--- config.mk ---
export PLATFORM = sky130hd
export DESIGN_NAME = store_unit
export DESIGN_NICKNAME = d
export VERILOG_FILES = /design/src/rtl/cpu_mem_pkg.sv /design/src/rtl/byte_lane_merge.sv /design/src/rtl/store_unit.sv
export SDC_FILE = /design/constraint.sdc
export NUM_CORES = 1
export LEC_CHECK = 0
export BUFFER_PORTS_ARGS = -buffer_cell sky130_fd_sc_hd__buf_2
export CAP_MARGIN = 20
export CORE_MARGIN = 2
export CORE_UTILIZATION = 42
export DETAILED_ROUTE_END_ITERATION = 8
export PLACE_DENSITY_LB_ADDON = 0.15
export SETUP_SLACK_MARGIN = 0.1
export SYNTH_ARGS = -nofsm -noshare
export SYNTH_HDL_FRONTEND = slang
export SYNTH_SLANG_ARGS = --single-unit
--- constraint.sdc ---
create_clock -name clk_i -period 3.12 [get_ports clk_i]
set_input_delay 0.156 -clock clk_i [delete_from_list [all_inputs] [get_ports clk_i]]
set_output_delay 0.156 -clock clk_i [all_outputs]
set_load 0.01 [all_outputs]
--- src/rtl/cpu_mem_pkg.sv ---
// Shared memory-path definitions for the store unit, load path and control unit.
package cpu_mem_pkg;

    // Store size encodings as presented on store_size_i.
    localparam logic [1:0] STORE_W = 2'b00;
    localparam logic [1:0] STORE_H = 2'b01;
    localparam logic [1:0] STORE_B = 2'b10;

    typedef enum logic [2:0] {
        StIdle,
        StRead,
        StWrite,
        StDone,
        StErr
    } store_state_e;

    // A store is rejected for the reserved size, odd halfword or unaligned word addresses.
    function automatic logic store_misaligned(input logic [1:0] size, input logic [1:0] addr_lo);
        logic bad;
        bad = 1'b0;
        if (size == 2'b11) begin
            bad = 1'b1;
        end else if (size == STORE_H) begin
            bad = addr_lo[0];
        end else if (size == STORE_W) begin
            bad = (addr_lo != 2'b00);
        end
        return bad;
    endfunction

endpackage

--- src/rtl/byte_lane_merge.sv ---
// Combinational lane merge: replaces the addressed little-endian lane(s) of an old word.
module byte_lane_merge
    import cpu_mem_pkg::*;
(
    input  logic [31:0] old_word_i,
    input  logic [31:0] new_data_i,
    input  logic [1:0]  size_i,
    input  logic [1:0]  addr_lo_i,
    output logic [31:0] merged_o
);

    // Select the lane(s) to overwrite; untouched lanes pass through unchanged.
    always_comb begin
        merged_o = old_word_i;
        unique case (size_i)
            STORE_W: merged_o = new_data_i;
            STORE_H: begin
                if (addr_lo_i[1]) begin
                    merged_o[31:16] = new_data_i[15:0];
                end else begin
                    merged_o[15:0] = new_data_i[15:0];
                end
            end
            STORE_B: begin
                unique case (addr_lo_i)
                    2'd0: merged_o[7:0]   = new_data_i[7:0];
                    2'd1: merged_o[15:8]  = new_data_i[7:0];
                    2'd2: merged_o[23:16] = new_data_i[7:0];
                    2'd3: merged_o[31:24] = new_data_i[7:0];
                    default: merged_o = old_word_i;
                endcase
            end
            default: merged_o = old_word_i;
        endcase
    end

endmodule

--- src/rtl/store_unit.sv ---
// Register-to-memory store path: sw direct write, sh/sb as read-modify-write of the aligned word.
module store_unit
    import cpu_mem_pkg::*;
#(
    parameter int unsigned MemLatency = 1  // 1..4 cycles from mem_addr_o to valid mem_rdata_i
) (
    input  logic        clk_i,
    input  logic        rst_ni,
    input  logic        start_i,
    input  logic [1:0]  store_size_i,
    input  logic [31:0] address_i,
    input  logic [31:0] reg_data_i,
    input  logic [31:0] mem_rdata_i,
    output logic [31:0] mem_addr_o,
    output logic        mem_wr_o,
    output logic [31:0] mem_wdata_o,
    output logic        busy_o,
    output logic        done_o,
    output logic        misaligned_o
);

    localparam logic [1:0] CntInit = 2'(MemLatency - 1);

    store_state_e state_q, state_d;
    logic [1:0]   size_q, size_d;
    logic [31:0]  addr_q, addr_d;
    logic [31:0]  data_q, data_d;
    logic [31:0]  buf_q, buf_d;
    logic [1:0]   cnt_q, cnt_d;
    logic [31:0]  merged;

    byte_lane_merge u_merge (
        .old_word_i (buf_q),
        .new_data_i (data_q),
        .size_i     (size_q),
        .addr_lo_i  (addr_q[1:0]),
        .merged_o   (merged)
    );

    // State and latched request registers; reset abandons any store in flight.
    always_ff @(posedge clk_i or negedge rst_ni) begin
        if (!rst_ni) begin
            state_q <= StIdle;
            size_q  <= 2'b00;
            addr_q  <= 32'h0;
            data_q  <= 32'h0;
            buf_q   <= 32'h0;
            cnt_q   <= 2'b00;
        end else begin
            state_q <= state_d;
            size_q  <= size_d;
            addr_q  <= addr_d;
            data_q  <= data_d;
            buf_q   <= buf_d;
            cnt_q   <= cnt_d;
        end
    end

    // Next-state: latch only in idle, count down the read latency, capture on the last read edge.
    always_comb begin
        state_d = state_q;
        size_d  = size_q;
        addr_d  = addr_q;
        data_d  = data_q;
        buf_d   = buf_q;
        cnt_d   = cnt_q;
        unique case (state_q)
            StIdle: begin
                if (start_i) begin
                    size_d = store_size_i;
                    addr_d = address_i;
                    data_d = reg_data_i;
                    cnt_d  = CntInit;
                    if (store_misaligned(store_size_i, address_i[1:0])) begin
                        state_d = StErr;
                    end else if (store_size_i == STORE_W) begin
                        state_d = StWrite;
                    end else begin
                        state_d = StRead;
                    end
                end
            end
            StRead: begin
                if (cnt_q == 2'd0) begin
                    buf_d   = mem_rdata_i;
                    state_d = StWrite;
                end else begin
                    cnt_d = cnt_q - 2'd1;
                end
            end
            StWrite: state_d = StDone;
            StDone:  state_d = StIdle;
            StErr:   state_d = StIdle;
            default: state_d = StIdle;
        endcase
    end

    // Outputs decode from state so reset clears them immediately.
    always_comb begin
        mem_addr_o   = 32'h0;
        mem_wr_o     = 1'b0;
        mem_wdata_o  = 32'h0;
        busy_o       = (state_q != StIdle);
        done_o       = 1'b0;
        misaligned_o = 1'b0;
        unique case (state_q)
            StRead: mem_addr_o = {addr_q[31:2], 2'b00};
            StWrite: begin
                mem_addr_o  = {addr_q[31:2], 2'b00};
                mem_wr_o    = 1'b1;
                mem_wdata_o = merged;
            end
            StDone: begin
                mem_addr_o = {addr_q[31:2], 2'b00};
                done_o     = 1'b1;
            end
            StErr: begin
                done_o       = 1'b1;
                misaligned_o = 1'b1;
            end
            default: ;
        endcase
    end

endmodule

==> impl_metrics.py, run 1 <==
metrics = {
    "placement": {
        "dpl-instance-area_mm2": 0.00636,
        "io_buffers": 166,
        "dp_hpwl_mm": 10.8,
        "gp_congestion": 0.823,
        "pre_cts_slack_ns": 0.797,
    },
    "drt": {
        "antenna_left": 0,
        "dr_total_vias": 4293,
        "vias_per_cell": 5.41,
        "wl_per_cell_um": 18.6,
        "drc": 0,
        "firstDrtPassIters": 4,
        "drt_iter0_drc": 318,
        "wirelength_mm": 14.8,
    },
    "synth": {
        "synth-edff-count": 0,
        "yosys.area.top_type": "dfrtp_1",
        "ys.flop_type": "dfrtp_1",
        "synth_seq_cells": 103,
        "ys_types": 39,
        "syn-cell-area_mm2": 0.00541,
        "synth_top_family_by_area": "multiplexers",
        "synth_compound_gate_area_share_pct": 12.8,
        "synth_fa_ha_area_share_pct": 0.231,
        "synth_xor_area_share_pct": 0,
        "async_flop_share_pct": 100,
        "yosysMostFrequentCell": "dfrtp_1",
        "ys_top_cells_by_count": "dfrtp_1, mux2_2, and2_1, nand2_1, nor2_1",
        "synth.yosys.seq_area_share_pct": 47.7,
        "ys_warn_count": 0,
        "syn_avg_cell_area_um2": 11.8,
        "ys_top_cells_by_area": "dfrtp_1, mux2_2, mux2_1",
        "synth_cells": 457,
        "yosys.area_share.simple_pct": 8.66,
        "synth_mux_area_share_pct": 26.3,
        "netlist.area_leader.share_pct": 47.7,
    },
    "min_path": {
        "worstHoldPathCells": 2,
        "hold_path.class": "input port to register",
        "hp-start": "mem_rdata_i[24]",
        "hold-path-endpoint": "buf_q[24]$_DFFE_PN0P_",
    },
    "floorplanning": {
        "core_area_mm2": 0.0126,
        "std_cell_rows": 41,
        "io_pins": 169,
        "initial_core_util_pct": 43.0,
        "die_y_um": 117,
        "die_x_um": 117,
        "die-area_mm2": 0.0138,
    },
    "cts": {
        "cts_made_buffers": 9,
        "clockBufferDepth": 2,
        "cts_root_buf": "clkbuf_16",
        "post_cts_resized": 0,
        "cts_tree": "done",
        "ctsHoldBuffers": 2,
        "clock-sinks": 103,
        "clk_latency_ns": 0.36,
        "clk_pin_slew_ns": 0.07,
        "postCtsSetupBuffers": 0,
        "htree_levels": 3,
    },
    "global_route": {
        "antenna_found_initial": 1,
        "grt_pass1_vias": 4460,
        "grt_max_degree": 58,
        "grt_remaining_overflow": 0,
        "grt_pass1_wl_mm": 23.7,
        "grt_use_total_pct": 22.1,
    },
    "final_layout": {
        "nets": 717,
        "final_util_pct": 53.1,
        "area_growth_pct": 23.5,
        "fill_cells": 1150,
        "final_area_mm2": 0.00668,
        "layout-drive-gt1-share_pct": 47.3,
    },
    "timing": {
        "slew_headroom_pct": 49.9,
        "finalCritPeriodShare_pct": 86.5,
        "finalSetupViolations": 0,
        "skew_ns": 0.00595,
        "tightestPinTransition_ns": 0.751,
        "finalWorstSetupSlack_ns": 0.423,
        "drv_slew": 0,
        "tns_ns": 0,
        "max_freq_ghz": 0.371,
        "finalHoldViolCount": 0,
        "rsz0062_at_grt": "false",
        "final.min_clock_period_ns": 2.70,
    },
    "setup_path": {
        "crit_type": "register to primary output",
        "critPathRequiredTime_ns": 2.96,
        "crit_chain": "nand2b_1 -> mux2i_1 -> a2111o_1 -> o21ai_0 -> buf_2",
        "rr_worst_depth": 4,
        "cp_slowest_cell": "dfrtp_1",
        "rrSetupSlack_ns": 0.93,
        "worstPathArrival_ns": 2.54,
        "cpPeakStageDelay_ns": 0.79,
        "reg2reg_from": "state_q[1]$_DFFE_PN0P_",
        "setup.worst_path.end_class": "primary output",
        "cp-start-kind": "register",
        "reg2reg_to": "addr_q[31]$_DFFE_PN0P_",
        "critPathMaxFanout": 23,
    },
    "power": {
        "powerDensity_mw_per_mm2": 1100,
        "vdd_ir_drop_max_uv": 457,
        "p_leak_uw": 0.00312,
    },
    "run_status": {
        "status": "finished clean",
    },
    "flow_run": {
        "drv_cap": 0,
    },
}
## cell families (layout without fill, tap and decap cells)
| family | Yosys count | count (layout) |
|---|---|---|
| AOI/OAI and AO/OA | 94 | 94 |
| adders and majority gates | 1 | 1 |
| buffers and inverters | 40 | 202 |
| DFF | 103 | 103 |
| muxes | 128 | 128 |
| other | 1 | 4 |
| and+or+nand+nor | 90 | 90 |
## power by group
part / internal (µW) / leakage (µW) / switching [µW]
Sequential: 2010 / 0.00122 / 751
Combinational: 1790 / 0.00175 / 1700
Clock: 591 / 0.000143 / 516
## critical path: cells and delay by family (launching register included)
family	cells	cell delay [ns]
flip-flops	1	0.79
AND/OR/NAND/NOR	1	0.53
AO/OA/AOI/OAI	2	0.53
buffers and inverters	1	0.18
multiplexers	1	0.15
## routing by layer
metal,routed length [µm],vias to the layer above,track usage (%)
met2,7130,157,36.1
met1,6330,2125,28.4
met5,0,-,0
met3,1090,18,6.96
li1,-,1993,-
met4,223,0,5.87
## through the flow
step | hold WS [ns] | instances | power (µW)
floorplan | -0.140 | 458 | 5090
global placement | 0.267 | 774 | 6160
detailed placement | 0.289 | 774 | 6290
CTS | 0.000884 | 792 | 7430
global route | 0.00418 | 792 | 7890
finish | 0.0115 | 794 | 7360
## layout make-up
class                           instances  area [µm²]  share of cell area, %
Antenna cell                            2        5.00                 0.0750
Multi-Input combinational cell        315        2610                   39.1
Sequential cell                       103        2580                   38.6
Tap cell                              172         215                   3.22
Clock buffer                           11         253                   3.79
Inverter                                6        22.5                  0.337
Timing Repair Buffer                  180         956                   14.3
Clock inverter                          5        38.8                  0.581
## worst max-delay path by stage
| stage | endpoint | from |
|---|---|---|
| final | mem_wdata_o[15] | addr_q[1]$_DFFE_PN0P_ |
| after global routing | mem_wdata_o[15] | addr_q[1]$_DFFE_PN0P_ |
| after CTS | mem_wdata_o[15] | addr_q[1]$_DFFE_PN0P_ |
| after detailed placement | mem_wdata_o[15] | addr_q[1]$_DFFE_PN0P_ |
| after global placement | mem_wdata_o[15] | addr_q[1]$_DFFE_PN0P_ |
| after floorplan | data_q[10]$_DFFE_PN0P_ | state_q[1]$_DFFE_PN0P_ |
## state kept, by name (all words and copies together) (netlist names)
| register | cells |
|---|---|
| state_q | 3 |
| size_q | 2 |
| cnt_q | 2 |
| addr_q | 32 |
| data_q | 32 |
| buf_q | 32 |
## placed cells by master, fill, tap and decap left out, types with 2 or more instances in the layout
| master | count |
|---|---|
| a2111o_1 | 8 |
| a21o_1 | 2 |
| a21oi_1 | 16 |
| a22o_1 | 3 |
| a22oi_1 | 16 |
| a31oi_1 | 9 |
| a32oi_1 | 15 |
| and2_1 | 31 |
| buf_2 | 165 |
| buf_4 | 12 |
| clkbuf_16 | 9 |
| clkbuf_8 | 2 |
| conb_1 | 2 |
| dfrtp_1 | 103 |
| diode_2 | 2 |
| dlygate4sd3_1 | 2 |
| inv_1 | 5 |
| inv_6 | 2 |
| mux2_1 | 18 |
| mux2_2 | 94 |
| mux2i_1 | 16 |
| nand2_1 | 24 |
| nand2b_1 | 4 |
| nor2_1 | 24 |
| nor2b_1 | 2 |
| o21ai_0 | 11 |
| o221ai_1 | 8 |
Note: power is estimated with default switching activity, not from simulation.
==> run 2: changes to the inputs <==
CORE_UTILIZATION = 40   (was 42)
==> run 2 against run 1 <==
Effect of this change:
- critical path depth unchanged
- cell count increased by 0.38%
- register-to-register slack improved by 0.06 ns
- clock-buffer cell count fell by 1
- largest power group unchanged
- critical path type unchanged
- highest routed layer unchanged
==> impl_metrics.py, run 2 (synthesis results as in run 1) <==
metrics = {
    "floorplanning": {
        "die_x_um": 120,
        "die-area_mm2": 0.0145,
        "core_area_mm2": 0.0132,
        "io_pins": 169,
        "die_y_um": 120,
        "std_cell_rows": 42,
        "initial_core_util_pct": 40.8,
    },
    "drt": {
        "antenna_left": 0,
        "wl_per_cell_um": 18.7,
        "drc": 0,
        "wirelength_mm": 14.9,
        "dr_total_vias": 4337,
        "firstDrtPassIters": 5,
        "vias_per_cell": 5.44,
        "drt_iter0_drc": 434,
    },
    "timing": {
        "finalCritPeriodShare_pct": 86.9,
        "tns_ns": 0,
        "max_freq_ghz": 0.369,
        "rsz0062_at_grt": "false",
        "final.min_clock_period_ns": 2.71,
        "drv_slew": 0,
        "slew_headroom_pct": 50.4,
        "skew_ns": 0.00798,
        "tightestPinTransition_ns": 0.743,
        "finalHoldViolCount": 0,
        "finalSetupViolations": 0,
    },
    "cts": {
        "htree_levels": 3,
        "cts_made_buffers": 9,
        "cts_root_buf": "clkbuf_16",
        "clock-sinks": 103,
        "post_cts_resized": 0,
        "clockBufferDepth": 2,
        "cts_tree": "done",
        "clk_pin_slew_ns": 0.07,
        "clk_latency_ns": 0.35,
    },
    "final_layout": {
        "area_growth_pct": 23.8,
        "final_common_cell": "buf_2",
        "top_regs": "addr_q x32, buf_q x32, data_q x32",
        "layout_common_cells": "buf_2, dfrtp_1, mux2_2",
        "layout-drive-gt1-share_pct": 46.9,
        "fill_cells": 1252,
        "nets": 717,
        "regArea_mm2": 0.00258,
        "final_util_pct": 50.5,
        "multi_input_area_mm2": 0.00261,
    },
    "placement": {
        "gp_congestion": 0.800,
        "dp_hpwl_mm": 10.4,
        "io_buffers": 166,
    },
    "setup_path": {
        "cp-start-kind": "register",
        "cpPeakStageDelay_ns": 0.83,
        "critPathLaunch": "addr_q[1]$_DFFE_PN0P_",
        "worstPathArrival_ns": 2.56,
        "reg2reg_from": "state_q[1]$_DFFE_PN0P_",
        "rr_worst_depth": 4,
        "cp_slowest_cell": "dfrtp_1",
        "critPathTopFamily": "flip-flops",
        "path_buf_inv": 1,
        "rrSetupSlack_ns": 0.99,
        "critPathMaxFanout": 23,
        "crit_chain": "nand2b_1 -> mux2i_1 -> a2111o_1 -> o21ai_0 -> buf_2",
        "reg2reg_to": "data_q[14]$_DFFE_PN0P_",
        "crit_type": "register to primary output",
        "critPathRequiredTime_ns": 2.96,
        "setup.worst_path.end_class": "primary output",
    },
    "power": {
        "vdd_ir_drop_max_uv": 471,
        "powerDensity_mw_per_mm2": 1100,
        "p_leak_uw": 0.00312,
    },
    "run_status": {
        "status": "finished clean",
    },
    "global_route": {
        "grt_max_degree": 82,
        "grt_pass1_vias": 4247,
        "grt_use_total_pct": 21.0,
        "antenna_found_initial": 0,
        "grt_pass1_wl_mm": 23.1,
        "grt_remaining_overflow": 0,
    },
    "min_path": {
        "worstHoldPathCells": 2,
        "hold-path-endpoint": "data_q[0]$_DFFE_PN0P_",
        "hp-start": "reg_data_i[0]",
        "hold_path.class": "input port to register",
    },
    "flow_run": {
        "drv_cap": 0,
    },
}
[run 2: cell types whose count changed in the layout (fill, tap and decap cells not counted), sizes merged]
cell / change
clkbuf: -1
diode: -1
inv: +2
dlygate4sd3: +1
buf: -1
clkinvlp: -1
[run 2: power by group]
part	total [µW]	internal, µW	switching, µW
clock	1090	557	535
combinational	3480	1780	1700
sequential	2780	2010	775
total	7360	4350	3010
[run 2: repair_timing]
action / 4_1_cts / 5_1_grt
setup buffers: 0 / 0
hold endpoints to repair: 2 / 79
hold buffers: 2 / 1
[run 2: final cells by class]
type,instances,share of cell area (%)
Clock inverter,6,0.767
Sequential cell,103,38.5
Clock buffer,10,3.42
Multi-Input combinational cell,315,39.0
Inverter,6,0.337
Tap cell,176,3.29
Timing Repair Buffer,180,14.6
Antenna cell,1,0.0374
[run 2: how the worst max path moves through the flow]
stage | to | cells past startpoint
floorplan | data_q[10]$_DFFE_PN0P_ | 6
global placement | mem_wdata_o[9] | 5
detailed placement | mem_wdata_o[9] | 5
CTS | mem_wdata_o[9] | 5
global route | mem_wdata_o[15] | 5
finish | mem_wdata_o[9] | 5
[run 2: metrics by stage]
stage / total power (µW) / instance area (µm²) / hold slack [ns] / instances / setup WS (ns)
floorplan: 5090 / 5410 / -0.140 / 458 / 1.38
global placement: 6180 / 6350 / 0.373 / 776 / 0.871
detailed placement: 6280 / 6350 / 0.378 / 776 / 0.822
CTS: 7400 / 6650 / 0.000765 / 794 / 0.423
global route: 7870 / 6690 / 0.00465 / 796 / 0.248
finish: 7360 / 6690 / 0.0168 / 797 / 0.408
[run 2: per-layer routing]
metal / up-vias / share of wire (%) / global-route usage, %
met5: - / 0 / 0
met4: 0 / 1.6 / 5.31
met3: 23 / 7.9 / 6.56
met2: 189 / 46 / 32.7
met1: 2131 / 45 / 28.8
li1: 1994 / - / -
